--- src/rtl/ccg_exhaustive_tester_pkg.sv ---
// ---------------------------------------------------------------------------
// ccg_test_pkg
// Shared definitions for the exhaustive CCG tester:
//   - ccg_state_e : run FSM state encoding
//   - POLY_DEF / SEED_DEF : default MISR polynomial and seed
//   - misr_next() : one MISR step, generic up to MISR_MAX_W bits
// ---------------------------------------------------------------------------
package ccg_test_pkg;

    typedef enum logic [1:0] {
        IDLE  = 2'd0,
        RUN   = 2'd1,
        DRAIN = 2'd2,
        DONE  = 2'd3
    } ccg_state_e;

    localparam logic [15:0] POLY_DEF   = 16'h1021;
    localparam logic [15:0] SEED_DEF   = 16'h0000;
    localparam int          MISR_MAX_W = 32;

    // One MISR step on the low 'width' bits: shift left, fold the bit that
    // falls out back in through the polynomial, then xor in the response.
    // Operands are carried at MISR_MAX_W bits so one function serves any
    // signature width up to 32.
    function automatic logic [MISR_MAX_W-1:0] misr_next(
        input logic [MISR_MAX_W-1:0] sig,
        input logic [MISR_MAX_W-1:0] resp,
        input logic [MISR_MAX_W-1:0] poly,
        input logic [5:0]            width
    );
        logic [MISR_MAX_W-1:0] mask;
        logic [MISR_MAX_W-1:0] shifted;
        logic                  msb;
        mask    = (width >= 6'd32) ? 32'hFFFF_FFFF : ((32'd1 << width) - 32'd1);
        msb     = sig[width[4:0] - 5'd1];
        shifted = (sig << 32'd1) & mask;
        return (shifted ^ (msb ? poly : 32'd0) ^ resp) & mask;
    endfunction

endpackage

--- src/rtl/ccg_exhaustive_tester_if.sv ---
// ---------------------------------------------------------------------------
// ccg_exhaustive_tester_if
// Pattern/response bus between the exhaustive tester and the generated
// combinational circuit under test.
//   pattern_o  : tester -> CCG, drives the CCG x inputs
//   response_i : CCG -> tester, the CCG f outputs
// Modports: master (tester side), slave (CCG side).
// ---------------------------------------------------------------------------
interface ccg_exhaustive_tester_if #(
    parameter int N_IN  = 7,
    parameter int N_OUT = 4
);
    logic [N_IN-1:0]  pattern_o;
    logic [N_OUT-1:0] response_i;

    modport master (output pattern_o, input response_i);
    modport slave  (input pattern_o, output response_i);
endinterface

--- src/rtl/ccg_exhaustive_tester_misr.sv ---
// ---------------------------------------------------------------------------
// ccg_misr
// Multiple-input signature register.
// Ports:
//   clk, rst  : clock, synchronous active-high reset (loads load_val)
//   load      : load load_val (takes priority over en)
//   load_val  : seed value
//   en        : compress din into the signature this edge
//   din       : zero-extended response word
//   sig       : current signature (registered)
// ---------------------------------------------------------------------------
module ccg_misr
    import ccg_test_pkg::*;
#(
    parameter int               SIG_W = 16,
    parameter logic [SIG_W-1:0] POLY  = SIG_W'(POLY_DEF)
) (
    input  logic             clk,
    input  logic             rst,
    input  logic             load,
    input  logic [SIG_W-1:0] load_val,
    input  logic             en,
    input  logic [SIG_W-1:0] din,
    output logic [SIG_W-1:0] sig
);

    localparam logic [5:0] WIDTH = 6'(SIG_W);

    logic [SIG_W-1:0] sig_r;
    logic [SIG_W-1:0] sig_next_s;

    // Next signature value for an enabled compression
    always_comb begin
        sig_next_s = SIG_W'(misr_next(32'(sig_r), 32'(din), 32'(POLY), WIDTH));
    end

    // Signature register: reset/load to seed, otherwise compress or hold
    always_ff @(posedge clk) begin
        if (rst) begin
            sig_r <= load_val;
        end else if (load) begin
            sig_r <= load_val;
        end else if (en) begin
            sig_r <= sig_next_s;
        end else begin
            sig_r <= sig_r;
        end
    end

    assign sig = sig_r;

endmodule

--- src/rtl/ccg_exhaustive_tester.sv ---
// ---------------------------------------------------------------------------
// ccg_exhaustive_tester
// Drives every input vector 0 .. 2^N_IN-1 into a generated combinational
// circuit and compacts the returned responses into a MISR signature.
// Ports:
//   clk, rst   : clock, synchronous active-high reset
//   start      : begin a run (sampled in IDLE only)
//   abort      : end a run early (honoured in RUN/DRAIN)
//   bus        : master side of the pattern/response bus
//   busy       : high while in RUN or DRAIN
//   done       : one-cycle pulse when the signature is final
//   aborted    : sticky abort flag, cleared by the next start or rst
//   signature  : MISR state, stable outside RUN/DRAIN
// ---------------------------------------------------------------------------
module ccg_exhaustive_tester
    import ccg_test_pkg::*;
#(
    parameter int               N_IN     = 7,
    parameter int               N_OUT    = 4,
    parameter int               SIG_W    = 16,
    parameter logic [SIG_W-1:0] POLY     = SIG_W'(POLY_DEF),
    parameter logic [SIG_W-1:0] SEED     = SIG_W'(SEED_DEF),
    parameter int               RESP_LAT = 0
) (
    input  logic                         clk,
    input  logic                         rst,
    input  logic                         start,
    input  logic                         abort,
    ccg_exhaustive_tester_if.master      bus,
    output logic                         busy,
    output logic                         done,
    output logic                         aborted,
    output logic [SIG_W-1:0]             signature
);

    // Extra counter bit keeps the terminal-count compare from aliasing at wrap
    localparam logic [N_IN:0] LAST_CNT   = {1'b0, {N_IN{1'b1}}};
    localparam logic [N_IN:0] CNT_ONE    = (N_IN+1)'(1);
    localparam logic [2:0]    DRAIN_LAST = (RESP_LAT > 0) ? 3'(RESP_LAT - 1) : 3'd0;

    ccg_state_e     state_r;
    ccg_state_e     state_next_s;
    logic [N_IN:0]  cnt_r;
    logic [2:0]     drain_cnt_r;
    logic           busy_r;
    logic           done_r;
    logic           aborted_r;
    logic           start_run_s;
    logic           abort_take_s;
    logic           run_s;
    logic           valid_d_s;
    logic           misr_en_s;

    assign run_s = (state_r == RUN);

    // Next-state decode; abort beats the end-of-run transition
    always_comb begin
        state_next_s = state_r;
        start_run_s  = 1'b0;
        abort_take_s = 1'b0;
        case (state_r)
            IDLE: begin
                if (start) begin
                    state_next_s = RUN;
                    start_run_s  = 1'b1;
                end else begin
                    state_next_s = IDLE;
                end
            end
            RUN: begin
                if (abort) begin
                    state_next_s = IDLE;
                    abort_take_s = 1'b1;
                end else if (cnt_r == LAST_CNT) begin
                    if (RESP_LAT > 0) begin
                        state_next_s = DRAIN;
                    end else begin
                        state_next_s = DONE;
                    end
                end else begin
                    state_next_s = RUN;
                end
            end
            DRAIN: begin
                if (abort) begin
                    state_next_s = IDLE;
                    abort_take_s = 1'b1;
                end else if (drain_cnt_r == DRAIN_LAST) begin
                    state_next_s = DONE;
                end else begin
                    state_next_s = DRAIN;
                end
            end
            DONE: begin
                state_next_s = IDLE;
            end
            default: begin
                state_next_s = IDLE;
            end
        endcase
    end

    // State, counters and registered status outputs
    always_ff @(posedge clk) begin
        if (rst) begin
            state_r     <= IDLE;
            cnt_r       <= '0;
            drain_cnt_r <= 3'd0;
            busy_r      <= 1'b0;
            done_r      <= 1'b0;
            aborted_r   <= 1'b0;
        end else begin
            state_r <= state_next_s;
            busy_r  <= (state_next_s == RUN) || (state_next_s == DRAIN);
            done_r  <= (state_next_s == DONE);
            // Count only while staying in RUN; entering or leaving RUN clears it
            if (run_s && (state_next_s == RUN)) begin
                cnt_r <= cnt_r + CNT_ONE;
            end else begin
                cnt_r <= '0;
            end
            if ((state_r == DRAIN) && (state_next_s == DRAIN)) begin
                drain_cnt_r <= drain_cnt_r + 3'd1;
            end else begin
                drain_cnt_r <= 3'd0;
            end
            if (start_run_s) begin
                aborted_r <= 1'b0;
            end else if (abort_take_s) begin
                aborted_r <= 1'b1;
            end else begin
                aborted_r <= aborted_r;
            end
        end
    end

    // Valid bit follows each presented pattern by RESP_LAT cycles
    generate
        if (RESP_LAT > 0) begin : g_pipe
            logic [RESP_LAT-1:0] vpipe_r;

            // Latency pipe; flushed by reset and by an honoured abort
            always_ff @(posedge clk) begin
                if (rst) begin
                    vpipe_r <= '0;
                end else if (abort_take_s) begin
                    vpipe_r <= '0;
                end else begin
                    vpipe_r <= RESP_LAT'({vpipe_r, run_s});
                end
            end

            assign valid_d_s = vpipe_r[RESP_LAT-1];
        end else begin : g_nopipe
            assign valid_d_s = run_s;
        end
    endgenerate

    // The compression on the abort edge is dropped so the signature keeps
    // its last completed value
    assign misr_en_s = valid_d_s && !abort_take_s;

    ccg_misr #(
        .SIG_W (SIG_W),
        .POLY  (POLY)
    ) u_misr (
        .clk      (clk),
        .rst      (rst),
        .load     (start_run_s),
        .load_val (SEED),
        .en       (misr_en_s),
        .din      (SIG_W'(bus.response_i)),
        .sig      (signature)
    );

    assign bus.pattern_o = cnt_r[N_IN-1:0];
    assign busy          = busy_r;
    assign done          = done_r;
    assign aborted       = aborted_r;

endmodule
--- src/flat_wrapper.sv ---
// flat-port wrapper written by rule: the top's interface ports become plain ports
module ccg_exhaustive_tester_flat import ccg_test_pkg::*;
#(
    parameter int               N_IN     = 7,
    parameter int               N_OUT    = 4,
    parameter int               SIG_W    = 16,
    parameter logic [SIG_W-1:0] POLY     = SIG_W'(POLY_DEF),
    parameter logic [SIG_W-1:0] SEED     = SIG_W'(SEED_DEF),
    parameter int               RESP_LAT = 0
)
  (clk, rst, start, abort, busy, done, aborted, signature, bus_pattern_o, bus_response_i);
  ccg_exhaustive_tester_if #(.N_IN(N_IN), .N_OUT(N_OUT)) bus_i ();
  input  logic clk;
  input  logic rst;
  input  logic start;
  input  logic abort;
  output logic busy;
  output logic done;
  output logic aborted;
  output logic [SIG_W-1:0] signature;
  output wire logic [$bits(bus_i.pattern_o)-1:0] bus_pattern_o;
  input wire logic [$bits(bus_i.response_i)-1:0] bus_response_i;
  assign bus_pattern_o = bus_i.pattern_o;
  assign bus_i.response_i = bus_response_i;
  ccg_exhaustive_tester #(.N_IN(N_IN), .N_OUT(N_OUT), .SIG_W(SIG_W), .POLY(POLY), .SEED(SEED), .RESP_LAT(RESP_LAT)) u_core (.clk(clk), .rst(rst), .start(start), .abort(abort), .bus(bus_i), .busy(busy), .done(done), .aborted(aborted), .signature(signature));
endmodule
--- config.mk ---
export PLATFORM = sky130hd
export DESIGN_NAME = ccg_exhaustive_tester_flat
export DESIGN_NICKNAME = d
export VERILOG_FILES = /design/src/rtl/ccg_exhaustive_tester_pkg.sv /design/src/rtl/ccg_exhaustive_tester_if.sv /design/src/rtl/ccg_exhaustive_tester_misr.sv /design/src/rtl/ccg_exhaustive_tester.sv /design/src/flat_wrapper.sv
export SDC_FILE = /design/constraint.sdc
export NUM_CORES = 1
export LEC_CHECK = 0
export CAP_MARGIN = 10
export CORE_MARGIN = 1
export CORE_UTILIZATION = 35
export CTS_BUF_LIST = sky130_fd_sc_hd__clkbuf_8
export CTS_CLUSTER_SIZE = 10
export DETAILED_ROUTE_END_ITERATION = 8
export GPL_ROUTABILITY_DRIVEN = 0
export PLACE_DENSITY = 0.63
export SKIP_CTS_REPAIR_TIMING = 1
export SYNTH_ARGS = -nofsm -noshare
export SYNTH_HDL_FRONTEND = slang
export SYNTH_SLANG_ARGS = --single-unit
--- constraint.sdc ---
create_clock -name clk -period 4.45 [get_ports clk]
set_input_delay 0.445 -clock clk [delete_from_list [all_inputs] [get_ports clk]]
set_output_delay 0.445 -clock clk [all_outputs]
set_load 0.02 [all_outputs]
* Word-level counts from Yosys, hierarchy flattened *
Index checks and enable logic that the tools add are counted.

storage, ports and cells
  register bits after elaboration = 32
  bits of input ports = 8

cells by class
  bitwise operators = 4
  add/sub/neg operators = 2
  reduce and logical (&&, ||, !) cells = 11
  equality and inequality tests = 7
  muxes and demuxes = 11

operator list
  kind                                                             number
  16-bit by 13-bit bitwise XOR with 16-bit output                  1
  16-bit by 4-bit bitwise XOR with 16-bit output                   1
  13-bit two-way mux                                               1
  8-bit by 1-bit adder with 8-bit output, second input constant    1
  2-bit == test, second input constant                             4
  8-bit by 7-bit == test with 1-bit output, second input constant  1
  2-bit case mux with 4 select lines                               1
  2-bit OR reduction                                               4
  1-bit two-way mux                                                6
  2-bit two-way mux                                                3
  2-bit by 1-bit == test with 1-bit output, second input constant  2
  3-bit by 1-bit adder with 3-bit output, second input constant    1
  1-bit logical AND                                                3
  3-bit zero test                                                  1
  2-bit zero test                                                  1
  1-bit NOT                                                        2
  1-bit zero test                                                  1
  1-bit logical OR                                                 1

* Depth between registers and ports, before layout *
  depth in word-level cells = 8
  gate-level depth with buffers = 8
  gate-level depth less buffers = 8

* By module *
A second synthesis with hierarchy kept.

second synthesis, totals
  cells, all modules = 157
  area, all modules = 1695.4 um^2

by module, submodules not included
  module                 times used  cells each  area an instance (um^2)
  ccg_misr               1           70          897.1
  ccg_exhaustive_tester  1           87          798.3

* Least setup slack after synthesis *
OpenSTA, ideal clock, no wires.

  kind = reg2reg
  from = register u_core.cnt_r[0]
  to = register u_core.cnt_r[1]
  stages on the path, launching flop included = 8
  slack = 2.479 ns
  library setup time = 0.115 ns
  arrival time = 1.856 ns
  required time = 4.335 ns
  period minus slack after synthesis = 1.971 ns
  path through = dfxtp_1 -> ha_1 -> inv_1 -> o41a_1 -> or3_1 -> ha_1 -> and3b_1 -> and2_1

on the way
  word-level cells in the longest chain between the ends = 8

ends and longest elaborated chain
  element                                   line                          text
  start, declared                           ccg_exhaustive_tester.sv:43   logic [N_IN:0] cnt_r;
  start signal, assigned                    ccg_exhaustive_tester.sv:118  cnt_r <= cnt_r + CNT_ONE;
  8-bit by 7-bit == test with 1-bit output  ccg_exhaustive_tester.sv:74   end else if (cnt_r == LAST_CNT) begin
  2-bit two-way mux                         ccg_exhaustive_tester.sv:74
  2-bit two-way mux                         ccg_exhaustive_tester.sv:71   if (abort) begin
  2-bit case mux with 4 select lines        ccg_exhaustive_tester.sv:61   case (state_r)
  2-bit by 1-bit == test with 1-bit output  ccg_exhaustive_tester.sv:117  if (run_s && (state_next_s == RUN)) begin
  1-bit logical AND                         ccg_exhaustive_tester.sv:117
  1-bit NOT (no line)                       n/a
  2-bit OR reduction (no line)              n/a

Parallel ways exist; a longest one is shown, timed or not.
A chain may end at the register's enable or synchronous reset.

* Final worst setup path *
  from = register u_core.cnt_r[0]
  to = register u_core.cnt_r[3]

The elaborated chain is that of the path after synthesis.

==> impl_metrics.toml <==
[floorplanning]
ios = 34
start_util = 0.367
die_area_um2 = 4490
die_h_um = 67.0
rows = 23
die_x_um = 67.0
core_um2 = 4030

[route]
routed_wl_mm = 2.71
dr.pass1.iters = 3
first_iter_violations = 24
wl_per_cell_um = 11.4
postRouteAntennaNets = 0
vias = 1121
viasPerCell = 4.73
drc = 0

[sta]
finalHoldViolations = 0
worst_slack_ps = 2310
setup_viol = 0
rsz0062_at_grt = "false"
max_slew_margin = 0.647
drv_slew = 0
fin_crit_ps = 2140
tightestPinTransition_ps = 529
fmax_mhz = 467
skew_ps = 5.61
fin_setup_tns_ps = 0
fin_crit_sh = 0.481

[global_routing]
grt_pass1_vias = 1050
grt_antenna_before_repair = 0
overflow = 0
grt.met2_usage = 0.244
grt_busiest_layer = "met2"
grt_start_max_net_pins = 23
use_met3 = 0.0565
grt_first_pass_wirelength_mm = 4.37
grt_usage = 0.133
grt_use_met1 = 0.128

[synth]
synthMuxAreaShare = 0
syn_area_um2 = 1480
synth_top_area_frac = 0.433
synthCells = 168
synth_xor_area_frac = 0.0592
synth_cell_types = 30
synthFlopType = "dfxtp_1"
synth_area_per_cell_um2 = 8.81
seq_area_frac_synth = 0.433
synth_most_common_cell = "dfxtp_1"
synth-edff-count = 0
yosys.area.top_type = "dfxtp_1"
netlist_top_cells_area = "dfxtp_1 (43%), buf_4 (8.6%), ha_1 (8.5%)"
synth-async-reset-ratio = 0
synthAdderAreaFrac = 0.0845
ys_warn_count = 0
synth_nets = 186
ys_top_cells_by_count = "dfxtp_1 (32), nand2_1 (23), buf_4 (17)"
synth_compound_gate_area_share = 0.132
ys_seq_elements = 32
synth_top_family_by_area = "simple AND/OR/NAND/NOR gates"
synthSimpleGateAreaFrac = 0.172

[critical_path]
reg2reg_depth = 7
cp_data_arrival_time_ps = 2290
r2r_slack_ps = 2310
cp-end-kind = "flop"
worstSetupStartpointType = "flop"
cp_max_fo = 7
required_ps = 4600
path_class = "flop to flop"

[cells_and_area]
finalNetCount = 205
syn_to_final_growth_pct = 22.3
regArea_um2 = 641
drive_gt1_frac = 0.0588
fill_cells = 418
diodes = 0
multi_input_area_um2 = 662

[clocking]
cts_tree = "done"
cts_buffers = 5
cts-root-buf = "clkbuf_8"
htreeDepth = 2
cts.sinks = 32
path_clk_slew_ps = 60
clockBufferDepth = 2
clk_latency_ps = 270

[placed_design]
place_ws_ps = 2310
port_buffers = 33
hpwl_mm = 2.07

[min_path]
min_path_cells = 1
hold_class = "flop to flop"

[status]
outcome = "finished, final reports clean"

[run]
maxCapViolCount = 0

[power]
peakVddDrop_v = 0.000139
power_density_nw_per_um2 = 298
leakage_nw = 0.618
cells by family after synthesis:
family / after synthesis
adder cells (fa/ha/maj): 10
XOR/XNOR: 10
AND/OR/NAND/NOR: 55
flip-flops: 32
AO/OA/AOI/OAI: 31
buffers and inverters: 30
per-stage QoR:
stage | util | hold slack, ps | cells | cell area, µm² | power, mW
floorplan | - | 417 | 168 | 1480 | 0.330
detailed placement | 0.430 | 449 | 230 | 1730 | 0.349
finish | 0.449 | 452 | 237 | 1810 | 0.540
global route | 0.449 | 478 | 237 | 1810 | 0.565
CTS | 0.449 | 462 | 237 | 1810 | 0.551
global placement | 0.430 | 428 | 230 | 1730 | 0.347
state kept, by name (all words and copies together) (netlist names):
name / cells
u_core.cnt_r: 8
u_core.u_misr.sig: 16
u_core.drain_cnt_r: 3
u_core.state_r: 2
u_core.done: 1
u_core.busy: 1
u_core.aborted: 1
cells in the final DEF, fill, tap and decap left out, drive strengths merged:
| cell type | n |
|---|---|
| clkdlybuf4s50 | 33 |
| dfxtp | 32 |
| nand2 | 23 |
| nor2 | 16 |
| a21oi | 14 |
| ha | 10 |
| inv | 9 |
| xnor2 | 8 |
| a211oi | 6 |
| clkbuf | 5 |
| or3 | 5 |
| nand3 | 4 |
| o21ai | 3 |
| nand3b | 2 |
| xor2 | 2 |
| nand4 | 1 |
| o41a | 1 |
| nor3 | 1 |
| a31oi | 1 |
| o31a | 1 |
| o31ai | 1 |
| a21boi | 1 |
| a21o | 1 |
| a21bo | 1 |
| o22ai | 1 |
| and3b | 1 |
| and2 | 1 |
| nor2b | 1 |
| clkinv | 1 |
| buf | 1 |
path summary, 6_finish.rpt:
path,startpoint,to
setup / recovery,u_core.cnt_r[0],u_core.cnt_r[3]
hold / removal,u_core.drain_cnt_r[0],u_core.drain_cnt_r[0]
setup reg to reg,u_core.cnt_r[0],u_core.cnt_r[3]
hold reg to reg,u_core.drain_cnt_r[0],u_core.drain_cnt_r[0]
where the power goes:
part           total (mW)  leakage, nW  switching [mW]  internal (mW)
combinational      0.0476        0.314          0.0257         0.0219
sequential          0.294        0.259         0.00322          0.291
clock               0.198       0.0452          0.0942          0.104
total               0.540        0.618           0.123          0.417
critical path: stages, from the launching register on:
cell	delay (ps)
dfxtp_1	420
ha_1	240
inv_1	80
o41a_1	440
or3_1	320
ha_1	200
nand3b_1	230
nor2_1	90
layer usage:
layer  vias up  wire [µm]
met5         -          0
met4         0         40
met3         4        136
met2        27       1400
met1       513       1130
li1        577          -
layout make-up:
cell class / instances / share of cell area
Clock buffer: 5 / 0.0380
Clock inverter: 2 / 0.00484
Inverter: 8 / 0.0166
Multi-Input combinational cell: 106 / 0.366
Sequential cell: 32 / 0.354
Tap cell: 50 / 0.0346
Timing Repair Buffer: 34 / 0.187
Power figures use the tool's default switching activity.
